**config.mk**
```make
export PLATFORM = sky130hd
export DESIGN_NAME = program_sequencer
export DESIGN_NICKNAME = d
export VERILOG_FILES = /design/src/rtl/program_sequencer_pkg.sv /design/src/rtl/program_sequencer_seq_pc.sv /design/src/rtl/program_sequencer.sv
export SDC_FILE = /design/constraint.sdc
export NUM_CORES = 1
export LEC_CHECK = 0
export ABC_CLOCK_PERIOD_IN_PS = 2240
export BUFFER_PORTS_ARGS = -buffer_cell sky130_fd_sc_hd__buf_2
export CORE_ASPECT_RATIO = 0.8
export CORE_UTILIZATION = 52
export DETAILED_ROUTE_END_ITERATION = 6
export GPL_ROUTABILITY_DRIVEN = 0
export GPL_TIMING_DRIVEN = 0
export HOLD_SLACK_MARGIN = 0.05
export PLACE_DENSITY = 0.82
export SLEW_MARGIN = 0
export SYNTH_ARGS = -nofsm -noshare
export SYNTH_HDL_FRONTEND = slang
export SYNTH_SLANG_ARGS = --single-unit
export TNS_END_PERCENT = 50
```
**constraint.sdc**
```tcl
create_clock -name clk -period 2.24 [get_ports clk]
set_input_delay 0.336 -clock clk [delete_from_list [all_inputs] [get_ports clk]]
set_output_delay 0.336 -clock clk [all_outputs]
set_load 0.01 [all_outputs]
```
**src/rtl/program_sequencer_pkg.sv**
```systemverilog
// Shared definitions for program_sequencer: state encoding and ROM word field positions.
package program_sequencer_pkg;

  localparam logic [2:0] ST_IDLE  = 3'd0;
  localparam logic [2:0] ST_FETCH = 3'd1;
  localparam logic [2:0] ST_WAIT  = 3'd2;
  localparam logic [2:0] ST_ISSUE = 3'd3;
  localparam logic [2:0] ST_PAUSE = 3'd4;
  localparam logic [2:0] ST_DONE  = 3'd5;

  typedef enum logic [2:0] {
    IDLE  = ST_IDLE,
    FETCH = ST_FETCH,
    WAIT  = ST_WAIT,
    ISSUE = ST_ISSUE,
    PAUSE = ST_PAUSE,
    DONE  = ST_DONE
  } state_t;

  // ROM word is {opcode, operand}; operand is twice the opcode width.
  function automatic int opc_msb(input int w); return 3*w - 1; endfunction
  function automatic int opc_lsb(input int w); return 2*w;     endfunction
  function automatic int opr_msb(input int w); return 2*w - 1; endfunction
  function automatic int opr_lsb(input int w); return 0 * w;   endfunction

  localparam int DEF_DATA_WIDTH = 4;
  localparam int OPC_MSB = opc_msb(DEF_DATA_WIDTH);
  localparam int OPC_LSB = opc_lsb(DEF_DATA_WIDTH);
  localparam int OPR_MSB = opr_msb(DEF_DATA_WIDTH);
  localparam int OPR_LSB = opr_lsb(DEF_DATA_WIDTH);

endpackage

```
**src/rtl/program_sequencer_seq_pc.sv**
```systemverilog
// Program counter for program_sequencer: clear, +1, +2, modulo 2^WIDTH.
module seq_pc #(
  parameter int WIDTH = 5
) (
  input  logic             clk,
  input  logic             reset,
  input  logic             clr,
  input  logic             inc1,
  input  logic             inc2,
  output logic [WIDTH-1:0] pc
);

  always_ff @(posedge clk or negedge reset) begin
    if (!reset)    pc <= '0;
    else if (clr)  pc <= '0;
    else if (inc2) pc <= pc + WIDTH'(2);
    else if (inc1) pc <= pc + WIDTH'(1);
  end

endmodule

```
**src/rtl/program_sequencer.sv**
```systemverilog
// Instruction sequencer: fetches ROM words, issues them with a start strobe, handles skip/step/halt.
// Optional build macro SEQ_LOOP_EN: end-of-program wraps pc to 0 instead of finishing.
//
// state | meaning
// IDLE  | waiting for run after reset
// FETCH | ROM read issued at pc
// WAIT  | ROM data arrives, opcode/operand load
// ISSUE | start strobe, pc advance, end/halt decision
// PAUSE | single-step hold until step or halt_req
// DONE  | program finished, waiting for run
module program_sequencer
  import program_sequencer_pkg::*;
#(
  parameter int ROM_ADDRESS_WIDTH = 5,
  parameter int INPUT_DATA_WIDTH  = 4
) (
  input  logic                          clk,
  input  logic                          reset,
  input  logic                          run,
  input  logic                          halt_req,
  input  logic                          step_en,
  input  logic                          step,
  input  logic [ROM_ADDRESS_WIDTH-1:0]  last_addr,
  output logic [ROM_ADDRESS_WIDTH-1:0]  rom_addr,
  output logic                          rom_en,
  input  logic [3*INPUT_DATA_WIDTH-1:0] rom_data,
  input  logic                          skip,
  output logic [INPUT_DATA_WIDTH-1:0]   opcode,
  output logic [2*INPUT_DATA_WIDTH-1:0] operand,
  output logic                          start,
  output logic                          busy,
  output logic                          done
);

  localparam int OPC_HI = opc_msb(INPUT_DATA_WIDTH);
  localparam int OPC_LO = opc_lsb(INPUT_DATA_WIDTH);
  localparam int OPR_HI = opr_msb(INPUT_DATA_WIDTH);
  localparam int OPR_LO = opr_lsb(INPUT_DATA_WIDTH);

  state_t                         state, next_state;
  logic                           halt_flag;
  logic                           halt_set;
  logic                           load_word;
  logic                           pc_clr, pc_inc1, pc_inc2;
  logic [ROM_ADDRESS_WIDTH-1:0]   pc;
  logic [ROM_ADDRESS_WIDTH-1:0]   pc_plus1;
  logic                           end_of_prog;
  logic                           halt_any;

  seq_pc #(.WIDTH(ROM_ADDRESS_WIDTH)) u_pc (
    .clk  (clk),
    .reset(reset),
    .clr  (pc_clr),
    .inc1 (pc_inc1),
    .inc2 (pc_inc2),
    .pc   (pc)
  );

  assign pc_plus1    = pc + ROM_ADDRESS_WIDTH'(1);
  // A skip landing past last_addr must also end the program.
  assign end_of_prog = (pc == last_addr) || (skip && (pc_plus1 == last_addr));
  assign halt_any    = halt_req || halt_flag;

  always_ff @(posedge clk or negedge reset) begin
    if (!reset) begin
      state     <= IDLE;
      halt_flag <= 1'b0;
      opcode    <= '0;
      operand   <= '0;
    end else begin
      state <= next_state;
      if (next_state == DONE) halt_flag <= 1'b0;
      else if (halt_set)      halt_flag <= 1'b1;
      if (load_word) begin
        opcode  <= rom_data[OPC_HI:OPC_LO];
        operand <= rom_data[OPR_HI:OPR_LO];
      end
    end
  end

  always_comb begin
    next_state = state;
    halt_set   = 1'b0;
    load_word  = 1'b0;
    pc_clr     = 1'b0;
    pc_inc1    = 1'b0;
    pc_inc2    = 1'b0;
    case (state)
      IDLE, DONE: begin
        if (run) begin
          next_state = FETCH;
          pc_clr     = 1'b1;
        end
      end
      FETCH: begin
        halt_set   = halt_req;
        next_state = WAIT;
      end
      WAIT: begin
        halt_set   = halt_req;
        load_word  = 1'b1;
        next_state = ISSUE;
      end
      ISSUE: begin
        pc_inc1 = !skip;
        pc_inc2 = skip;
`ifdef SEQ_LOOP_EN
        if (halt_any) begin
          next_state = DONE;
        end else begin
          pc_clr     = end_of_prog;
          next_state = step_en ? PAUSE : FETCH;
        end
`else
        if (end_of_prog || halt_any) next_state = DONE;
        else if (step_en)            next_state = PAUSE;
        else                         next_state = FETCH;
`endif
      end
      PAUSE: begin
        if (halt_req)  next_state = DONE;
        else if (step) next_state = FETCH;
      end
      default: next_state = IDLE;
    endcase
  end

  assign rom_addr = pc;
  assign rom_en   = (state == FETCH);
  assign start    = (state == ISSUE);
  assign busy     = (state == FETCH) || (state == WAIT) || (state == ISSUE) || (state == PAUSE);
  assign done     = (state == DONE);

endmodule

```
==> flow_summary.toml <==
[synthesis]
synthCells = 108
synth_cell_type_count = 39
yosysWarnings = 0
syn_nets = 134
seq_area_frac_synth_pct = 44.0
netlist_area_um2 = 1190
synth-seq-cells = 21
syn_avg_cell_area_um2 = 11.1

[pwr]
clockPowerShare_pct = 9.6
combPwrFrac_pct = 55.6
swShare_pct = 40.2
p_switching_uw = 758
cellInternalPower_mw = 1.13
ir_worst_vdd_uv = 815
power_density_nw_per_um2 = 1280
pwr-share-seq_pct = 34.8
power_leakage_nw = 0.719

[clocking]
clk_path_buf_depth = 2
cts_hold_buf = 1
cts_buffers = 3
cts-root-buf = "clkbuf_4"
insertion_delay_ns = 0.30
ctsResizeCount = 0
cts_tree = "built"
htreeDepth = 1
clk_pin_slew_ns = 0.11
cts.sinks = 21
cts_setup_buffers = 0

[global_route]
grt_pass1_wl_um = 3930
grt_max_degree = 22
grt_use_met1_pct = 25.5
met3_usage_pct = 5.73
first_global_vias = 906
gr-max-usage-layer = "met2"
gr-total-overflow = 0
antenna_found_initial = 0
grt_use_total_pct = 20.6
use_met2_pct = 36.6

[timing]
fin_crit_sh_pct = 78.9
fin_ws_ns = 0.472
layout_min_cycle_time_ns = 1.77
worstMarginPinSlew_ns = 0.467
fmax_ghz = 0.565
slew_violations = 0
setup_viol = 0
rsz0062_at_grt = "no"
fin_skew_ns = 0.00175
finalHoldViolCount = 0
slew_headroom_pct = 68.8
fin_setup_tns_ns = 0

[status]
status = "finished, final reports clean"

[drt]
drc = 0
drt_wl_total_um = 2430
num_vias = 997
first_iter_violations = 13
viasPerCell = 5.51
wl_per_cell_um = 13.4
drtPass1Iterations = 4
ant_nets = 0

[worst_setup_path]
cp-start-kind = "flip-flop"
worstSetupEndpointType = "output pin"
slowest_delay_ns = 0.38
r2r_slack_ns = 0.56
cp.arrival_ns = 1.43
crit_type = "reg -> out"
slowest_stage = "dfrtp_1"
path_cells = "buf_4 -> nand3b_1 -> inv_2 -> buf_2"
crit_family = "buffers and inverters"
crit_path_max_fanout = 10
timing.critical_path.buf_inv = 3
cp.required_ns = 1.90

[job]
maxCapViolCount = 0

[placed_design]
post-place-ws_ns = 0.565
hpwl_um = 1870
io_buffers = 43

[final_layout]
fillerInstances = 168
postLayoutCoreUtil_pct = 68.4
multi_input_area_um2 = 612
final_cell_mix = "46 x buf_2, 21 x dfrtp_1, 13 x mux2_2, 10 x nor2_1"
layout_commonest_cell = "buf_2"
area_growth_pct = 23.7
fin_nets = 183
antenna_cells = 0
drive_gt1_share_pct = 46.2
seq_area_um2 = 526

[min_path]
hp-class = "in -> reg"

[die]
die_y_um = 44.9
start_util_pct = 55.3
fp-row-count = 15
die_w_um = 55.6
core_um2 = 2160
die_area_um2 = 2490
io_pins = 45
## metrics by stage
stage | cells | hold WS (ns) | area, um^2 | power (mW)
floorplan | 108 | 0.0404 | 1190 | 1.40
global placement | 176 | 0.306 | 1440 | 1.67
detailed placement | 176 | 0.320 | 1440 | 1.72
CTS | 181 | 0.242 | 1480 | 1.90
global route | 181 | 0.235 | 1480 | 2.03
finish | 181 | 0.245 | 1480 | 1.89
## cells in the mapped netlist
library cell / count / share of area (%)
xnor2_1: 4 / 2.9
nand2b_1: 1 / 0.52
o21ai_0: 6 / 2.5
nand4_1: 1 / 0.52
nand3b_1: 2 / 1.3
o311a_1: 1 / 0.84
mux2i_1: 1 / 0.84
a221oi_1: 1 / 0.73
a211oi_2: 1 / 1.0
nor3_4: 1 / 1.4
o22a_1: 1 / 0.73
a22o_1: 1 / 0.73
inv_1: 3 / 0.94
nor4_1: 1 / 0.52
dfrtp_1: 21 / 44
a221oi_2: 1 / 1.3
nand2_1: 3 / 0.94
a31oi_1: 4 / 2.1
buf_6: 1 / 0.94
or3_1: 1 / 0.52
a21oi_1: 2 / 0.84
mux2_2: 13 / 12
a41oi_2: 1 / 1.4
xor2_2: 1 / 1.4
inv_2: 1 / 0.31
o21ba_1: 1 / 0.84
o2111ai_1: 1 / 0.73
nor3_1: 3 / 1.3
nor2b_1: 1 / 0.52
nor2_1: 10 / 3.1
buf_4: 2 / 1.3
buf_2: 3 / 1.3
a22oi_1: 1 / 0.63
nand4b_1: 1 / 0.73
o211ai_1: 1 / 0.63
xor2_1: 6 / 4.4
ha_1: 2 / 2.1
and3_1: 1 / 0.52
or2_2: 1 / 0.52
## registers in the layout (all words and copies together) (netlist names)
name / cells
operand: 8
u_pc.pc: 5
opcode: 4
state: 3
halt_flag: 1
## power by group through the flow
stage,Clock (mW),Combinational (mW),Sequential [mW]
floorplan,0,0.677,0.719
global placement,0,1.02,0.653
detailed placement,0,1.05,0.665
CTS,0.188,1.06,0.657
global route,0.203,1.15,0.682
finish,0.180,1.05,0.657
## logic make-up after synthesis
kind of cell	Yosys count	share of synthesized area [%]
buffers and inverters	10	4.72
flip-flops	21	44.0
multiplexers	14	13.1
adder cells (fa/ha/maj)	2	2.10
AO/OA/AOI/OAI	23	15.0
AND/OR/NAND/NOR	27	12.4
XOR/XNOR	11	8.70
## path summary, 6_finish.rpt
path / start / end / cells after the start
setup / recovery: state[2]$_DFF_PN0_ / start / 4
hold / removal: step_en / state[0]$_DFF_PN0_ / 2
setup reg to reg: u_pc.pc[0]$_DFFE_PN0P_ / state[0]$_DFF_PN0_ / 5
hold reg to reg: opcode[1]$_DFFE_PN0N_ / opcode[1]$_DFFE_PN0N_ / 1
max in group asynchronous: reset / u_pc.pc[1]$_DFFE_PN0P_ / 2
min in group asynchronous: reset / operand[4]$_DFFE_PN0N_ / 2
## layer usage
layer,wire (um),vias to the layer above
met3,126,2
met1,1070,478
met4,4,0
met5,0,-
met2,1230,30
li1,-,487
## layout make-up
cell class,count,area share [%]
flip-flops and latches,21,35.6
multi-input cells,77,41.4
repair buffers,44,15.3
plain buffers,6,2.80
well taps,25,2.12
inverters,4,1.02
clock buffers,4,1.78
## worst reg2reg max path, delay by kind of cell (launching register included)
family / cells / cell delay, ns
AOI/OAI and AO/OA: 4 / 0.83
adders and majority gates: 1 / 0.30
DFF: 1 / 0.48
Power figures use the tool's default switching activity.
